===== config.mk =====
export PLATFORM = sky130hd
export DESIGN_NAME = fifo_wr_arbiter
export DESIGN_NICKNAME = d
export VERILOG_FILES = /design/src/rtl/fifo_wr_arbiter.sv
export SDC_FILE = /design/constraint.sdc
export NUM_CORES = 1
export LEC_CHECK = 0
export BUFFER_PORTS_ARGS = -buffer_cell sky130_fd_sc_hd__buf_2
export CORE_MARGIN = 2
export CORE_UTILIZATION = 36
export CTS_CLUSTER_DIAMETER = 40
export DETAILED_ROUTE_END_ITERATION = 16
export PLACE_DENSITY = 0.76
export SYNTH_ARGS = -nofsm -noshare
export SYNTH_HDL_FRONTEND = slang
export SYNTH_SLANG_ARGS = --single-unit

===== constraint.sdc =====
create_clock -name clk -period 1.65 [get_ports clk]
set_input_delay 0.2475 -clock clk [delete_from_list [all_inputs] [get_ports clk]]
set_output_delay 0.2475 -clock clk [all_outputs]
set_load 0.01 [all_outputs]

===== src/rtl/fifo_wr_arbiter.sv =====
//==============================================================================
// Module   : fifo_wr_arbiter
// Brief    : Round-robin burst arbiter sharing one async-FIFO write port.
//            Optional per-requester beat counters via FIFO_ARB_STATS_EN.
// Revision : 1.0 - initial release
//==============================================================================
`default_nettype none

module fifo_wr_arbiter #(
  parameter int NUM_REQ    = 4,
  parameter int DATA_WIDTH = 8,
  parameter int MAX_BURST  = 8
) (
  input  logic                          clk,
  input  logic                          rst,
  input  logic [NUM_REQ-1:0]            req_valid,
  input  logic [NUM_REQ*DATA_WIDTH-1:0] req_data,
  output logic [NUM_REQ-1:0]            req_ready,
  input  logic                          fifo_full,
  output logic                          fifo_wr_en,
  output logic [DATA_WIDTH-1:0]         fifo_data,
  output logic [$clog2(NUM_REQ)-1:0]    grant_id,
  output logic                          busy
`ifdef FIFO_ARB_STATS_EN
  ,
  output logic [NUM_REQ*16-1:0]         stat_words
`endif
);

  localparam int GW = $clog2(NUM_REQ);
  localparam int CW = $clog2(MAX_BURST + 1);
  localparam logic [CW-1:0] C_LAST_BEAT = CW'(MAX_BURST - 1);

  typedef enum logic [0:0] {
    IDLE  = 1'b0,
    BURST = 1'b1
  } state_t;

  state_t        state, state_nx;
  logic [GW-1:0] last_grant, last_nx, grant_nx;
  logic [CW-1:0] burst_cnt, cnt_nx;
  logic          pick_found;
  logic [GW-1:0] pick_idx;
  logic          holder_valid;
  logic          can_accept;
  logic          beat;
  logic          burst_end;

  // Search begins one past the last winner, so the holder only wins
  // re-arbitration when nobody else is asking.
  always_comb begin
    int j;
    pick_found = 1'b0;
    pick_idx   = '0;
    for (int k = 1; k <= NUM_REQ; k++) begin
      j = (int'(last_grant) + k) % NUM_REQ;
      if (!pick_found && req_valid[GW'(j)]) begin
        pick_found = 1'b1;
        pick_idx   = GW'(j);
      end
    end
  end

  assign holder_valid = req_valid[grant_id];
  assign can_accept   = (state == BURST) && !fifo_full;
  assign beat         = can_accept && holder_valid;
  assign burst_end    = !holder_valid || (beat && (burst_cnt == C_LAST_BEAT));

  assign req_ready  = can_accept ? (NUM_REQ'(1) << grant_id) : '0;
  assign fifo_wr_en = beat;
  assign fifo_data  = (state == BURST) ? req_data[grant_id*DATA_WIDTH +: DATA_WIDTH] : '0;
  assign busy       = (state == BURST);

  always_comb begin
    state_nx = state;
    grant_nx = grant_id;
    last_nx  = last_grant;
    cnt_nx   = burst_cnt;
    case (state)
      IDLE: begin
        if (pick_found) begin
          state_nx = BURST;
          grant_nx = pick_idx;
          last_nx  = pick_idx;
          cnt_nx   = '0;
        end
      end
      BURST: begin
        if (burst_end) begin
          cnt_nx = '0;
          if (pick_found) begin
            grant_nx = pick_idx;
            last_nx  = pick_idx;
          end else begin
            state_nx = IDLE;
          end
        end else if (beat) begin
          cnt_nx = burst_cnt + CW'(1);
        end
      end
      default: state_nx = IDLE;
    endcase
  end

  always_ff @(posedge clk) begin
    if (rst) begin
      state      <= IDLE;
      grant_id   <= '0;
      last_grant <= GW'(NUM_REQ - 1);
      burst_cnt  <= '0;
    end else begin
      state      <= state_nx;
      grant_id   <= grant_nx;
      last_grant <= last_nx;
      burst_cnt  <= cnt_nx;
    end
  end

`ifdef FIFO_ARB_STATS_EN
  for (genvar i = 0; i < NUM_REQ; i++) begin : g_stat
    logic [15:0] words;
    always_ff @(posedge clk) begin
      if (rst) begin
        words <= '0;
      end else if (req_valid[i] && req_ready[i] && (words != 16'hFFFF)) begin
        words <= words + 16'd1;
      end
    end
    assign stat_words[i*16 +: 16] = words;
  end
`endif

endmodule

`default_nettype wire


* Word-level counts from Yosys, hierarchy flattened
Cells that the tools add are included.
** Word-level totals
- Bits of input ports :: 39
- Output and inout bits :: 16
- Flip-flop bits (word level) :: 9
** Cells by class
- Reductions and logical operators :: 13
- Bitwise logic cells :: 1
- Add/sub/neg operators :: 5
- Eq/ne operators :: 4
- Multiplexer cells :: 37
- Shifts and indexed selects :: 2
- Order comparisons :: 5
** Operators with widths (count)
- $shiftx A32 B6 Y8 :: 1
- $lt A2 B4 Y1 const B :: 4
- $mux W2 :: 8
- $mux W4 :: 4
- $mux W1 :: 15
- $bmux W1 S2 :: 5
- $mux W8 :: 1
- $pmux W2 S2 :: 2
- $pmux W4 S2 :: 1
- $logic_and A1 B1 Y1 :: 6
- $logic_not A1 Y1 :: 5
- $add A2 B1 Y2 const B :: 2
- $add A2 B2 Y2 const B :: 2
- $add A4 B1 Y4 const B :: 1
- $eq A4 B3 Y1 const B :: 1
- $shl A1 B2 Y4 const A :: 1
- $lt A2 B3 Y1 const B :: 1
- $ne A3 B1 Y1 const B :: 1
- $ne A2 B1 Y1 const B :: 1
- $ne A2 B2 Y1 const B :: 1
- $pmux W1 S2 :: 1
- $reduce_and A2 Y1 :: 1
- $logic_or A1 B1 Y1 :: 1
- $not A1 Y1 :: 1

* Longest topological paths before layout
- Word-level depth :: 17
- Depth in mapped cells :: 5

* Worst setup path before layout
Ideal clock, no wire load.
- Path type :: reg-to-reg
- From :: reg grant_id[0]
- To :: reg last_grant[0]
- Setup time :: 0.128 ns
- Arrival time :: 1.664 ns
- Required time :: 1.522 ns
- Cell stages (with the launch flop) :: 6
- Setup slack :: -0.142 ns
- Path buffers :: 1
- Cell sequence :: dfxtp_1 > buf_6 > mux4_2 > and3_1 > a2111oi_2 > o21bai_1
** On the way
- Word-level cells in the longest chain between the ends :: 6
- Elaborated cells between the ends (all ways) :: 7
- Classes of those cells :: 1 x eq/ne; 2 x mux; 4 x reduce/logical
** Ends and longest elaborated chain
- start: declaration :: line 22 : output logic [$clog2(NUM_REQ)-1:0] grant_id,
- start signal: assignment :: line 113 : grant_id <= grant_nx;
- $bmux W1 S2 * :: line 64 : assign holder_valid = req_valid[grant_id];
- $mux W1 (implied by the code) * :: line 64
- $logic_and A1 B1 Y1 :: line 66 : assign beat = can_accept && holder_valid;
- $logic_and A1 B1 Y1 :: line 67 : assign burst_end = !holder_valid || (beat && (burst_cnt == C_LAST_BEAT));
- $logic_or A1 B1 Y1 * :: line 67
- $ne A2 B1 Y1 (no line) *
- end signal: assignment :: line 109 : last_grant <= GW'(NUM_REQ - 1);
- end signal: assignment :: line 114 : last_grant <= last_nx;
- end: declaration :: line 40 : logic [GW-1:0] last_grant, last_nx, grant_nx;
Mark *: on every way between the ends. The rest lies on a longest branch, timed or not. The select of a mux whose other input is x is not followed.
A chain may end at the register's enable or synchronous reset.

* Final worst setup path
- From :: reg grant_id[0]
- To :: out fifo_data[7]
** On the way
- Word-level cells in the longest chain between the ends :: 2
** Ends and longest elaborated chain
- $shiftx A32 B6 Y8 :: line 71 : assign fifo_data = (state == BURST) ? req_data[grant_id*DATA_WIDTH +: DATA_WIDTH] : '0;
- $mux W8 :: line 71
- end: declaration :: line 21 : output logic [DATA_WIDTH-1:0] fifo_data,
No other way between the ends.

==> results.md <==
* Rows at 16
* First-pass GRT wire length at slightly below 4000 µm
* RePlAce Congestion at roughly 0.77
* Finished layout cell area at roughly 1300 µm²
* # diodes at 0
* Grt ovf at 0
* CTS tree: yes
* Gate Count Post-Synth at 80
* Pre-CTS setup slack at -105.8 ps
* Register area share after synthesis at 0.2326
* Final setup vio count at 14
* Slew headroom at 0.6329
* Peak VDD IR at about 0.35 mV
* I/O pins at 55
* Post-synth EDFFs at 0
* Max Transition Viols Final at 0
* Post-synthesis xor/xnor area fraction at 0.01131
* DRT iter0 DRCs at 10
* Async set-reset flop share out of synthesis at 0
* Clk root buf: clkbuf_4
* Simple-Gate Fraction of Synth Area at 0.2698
* Pre-antenna DRT Iters at 4
* Post-synthesis mux area share at 0.2714
* Residual DRC at 0
* Largest family of logic cells by synthesized area: multiplexers
* Worst EP required at approximately 1400 ps
* Die area at approximately 2500 µm²
* DR vias/cell at approximately 5.4
* Critical Path Start Type: register
* Worst-path clk slew at 60 ps
* Cells after DPL at between 150 and 200
* Worst Max-Slew Pin Slew at around 550 ps
* Final Instance Count excl. Fillers at ~180
* Setup tns final at -1696 ps
* Core ar. at 2002 µm²
* Synth top area cells: dfxtp_1 (23%), mux4_2 (20%), and2_1 (8.1%)
* Yosys top cell by area: dfxtp_1
* Clk sinks at 9
* Synth Area in Adders at 0.01616
* Compound-gate portion of the synthesized area at 0.1535
* Clock H-tree levels at 1
* YS warnings at 0
* Achievable frequency at approximately 550 MHz
* Failing checks: negative setup slack
* Synth-to-Final Area Change at 69.14%
* Die W at between 50 and 60 µm
* Vias in the first global route at around 900
* Status: complete, but fails checks
* Max Cap Viol at 0
* WS Path Type: register to output port
* Die H at ~50 µm
* Fin util at 0.6544
* Leak at between 0.5 and 0.6 nW
* Share of cells above drive strength 1 at 0.6577
* Remaining antenna violation count at 0
* Post-synth top flop: dfxtp_1
* Number of synthesized register bits at 9
* Max FO, Critical Path at 8
* Worst Slack Setup Final at -176.9 ps
* Power density over the cells at ~640 nW/µm²
* Skew-Pair Late Insertion Delay at 270 ps
* Synth cell types at 32
* DP Area at between 1000 and 1500 µm²
* Antenna violations before repair at 0
* CP Data Arrival Time at 1580 ps
* Pin count of the biggest net entering global routing at 15
* Clk buf depth at 2
* Via Count at 942
* Setup crit end kind: output port
* Cts hold-fix bufs at 0
* Most numerous cell in the Yosys netlist: and2_1
* Final Hold Fails at 0
* Final Cycle Share at 1.107
* CTS Buf Count at 3
* Global Route Usage Sum at 0.2003
* Post-synth net total at 120
* Clk_skew at a little under 6 ps
* Drt wl/cell at 15.09 µm
* RSZ-0062 raised after global routing: yes
* Buffers added on ports at 54
* Minimum clock period at 1827 ps
* Final wirelength at about 2700 µm
* Top post-synthesis cells by count: and2_1 (10), dfxtp_1 (9), mux4_2 (7)
* Final #Nets at 190
* Share of the synthesized area in the top cell type at 0.2326
* Starting density of the core at 0.3869
* Hold Path Class: input pin to register
* Syn avg cell area at roughly 9.7 µm²
* Mapped Area at 774.5 µm²
* Hpwl dp at between 1500 and 2000 µm
-- power by group --
part	total (W)	internal, W	switching, W	leakage (nW)
registers	0.000258	0.000236	0.0000219	0.0756
clock network	0.000177	0.0000936	0.0000838	0.0150
logic	0.000403	0.000237	0.000166	0.504
total	0.000838	0.000567	0.000271	0.594
-- metal layers --
metal | up-vias | track usage | part of all wire
met2 | 40 | 0.3904 | 0.54
met4 | 0 | 0.06757 | 0.011
met1 | 453 | 0.1955 | 0.37
met3 | 5 | 0.06250 | 0.080
met5 | - | 0 | 0
li1 | 444 | - | -
-- cells in the final DEF (no fill, tap or decap), types with 2 or more instances in the layout --
master    Yosys  routed
buf_4         0      12
nand2b_1      4       4
a21oi_2       0       2
a21oi_1       5       3
clkbuf_4      0       3
inv_1         3       3
and2_4        0       3
mux4_2        7       9
o21ai_0       5       4
nor2_1        5       5
nor3b_1       2       2
and2_1       10       7
buf_6         1       5
dfxtp_2       0       2
buf_2         1      51
nor3_1        2       2
nand2_1       2       2
dfxtp_1       9       6
-- state kept, by name, indices dropped and copies added, names as in the netlist --
name / cells
last_grant: 2
grant_id: 2
busy: 1
burst_cnt: 4
-- worst max-delay path, cell delays in order (launching register included) --
cell     delay, ps
dfxtp_4        380
buf_8          140
mux4_2         500
and2_4         170
buf_6          110
-- cell type report --
cell class | instances | area, µm²
Fill cell | 166 | 691.9
Multi-Input combinational cell | 64 | 635.6
Timing Repair Buffer | 69 | 416.7
Sequential cell | 9 | 186.4
Tap cell | 27 | 33.78
Clock buffer | 4 | 26.28
Inverter | 3 | 11.26
-- metrics by stage --
stage | hold WS [ps] | total power, W
after global routing | 229.9 | 0.0008831
after floorplan | 316.6 | 0.0004522
after detailed placement | 467.1 | 0.0005786
after CTS | 205.6 | 0.0007840
final | 206.6 | 0.0008380
after global placement | 460.7 | 0.0005698
-- timing repair --
action | in CTS | in global routing
resized for setup | 14 | 16
setup endpoints to repair | 16 | 15
buffers inserted | 1 | 4
pin swaps | 9 | 7
-- logic make-up (layout without fill, tap and decap cells) --
family | Yosys count | in the layout
and+or+nand+nor | 35 | 35
xor gates and xnor gates | 1 | 1
AOI/OAI and AO/OA | 18 | 18
buffers and inverters | 7 | 76
DFF | 9 | 9
muxes | 9 | 9
adders and majority gates | 1 | 1
-- worst paths after layout --
| check | start | endpoint | slack (ps) | cells after the start |
|---|---|---|---|---|
| worst max-delay path | grant_id[0] | fifo_data[7] | -180 | 4 |
| worst min-delay path | rst | grant_id[1] | 210 | 2 |
| worst max register to register | grant_id[0] | burst_cnt[2] | -100 | 4 |
| worst min register to register | burst_cnt[3] | burst_cnt[3] | 520 | 2 |
No activity file was read; power rests on OpenSTA's default activity.
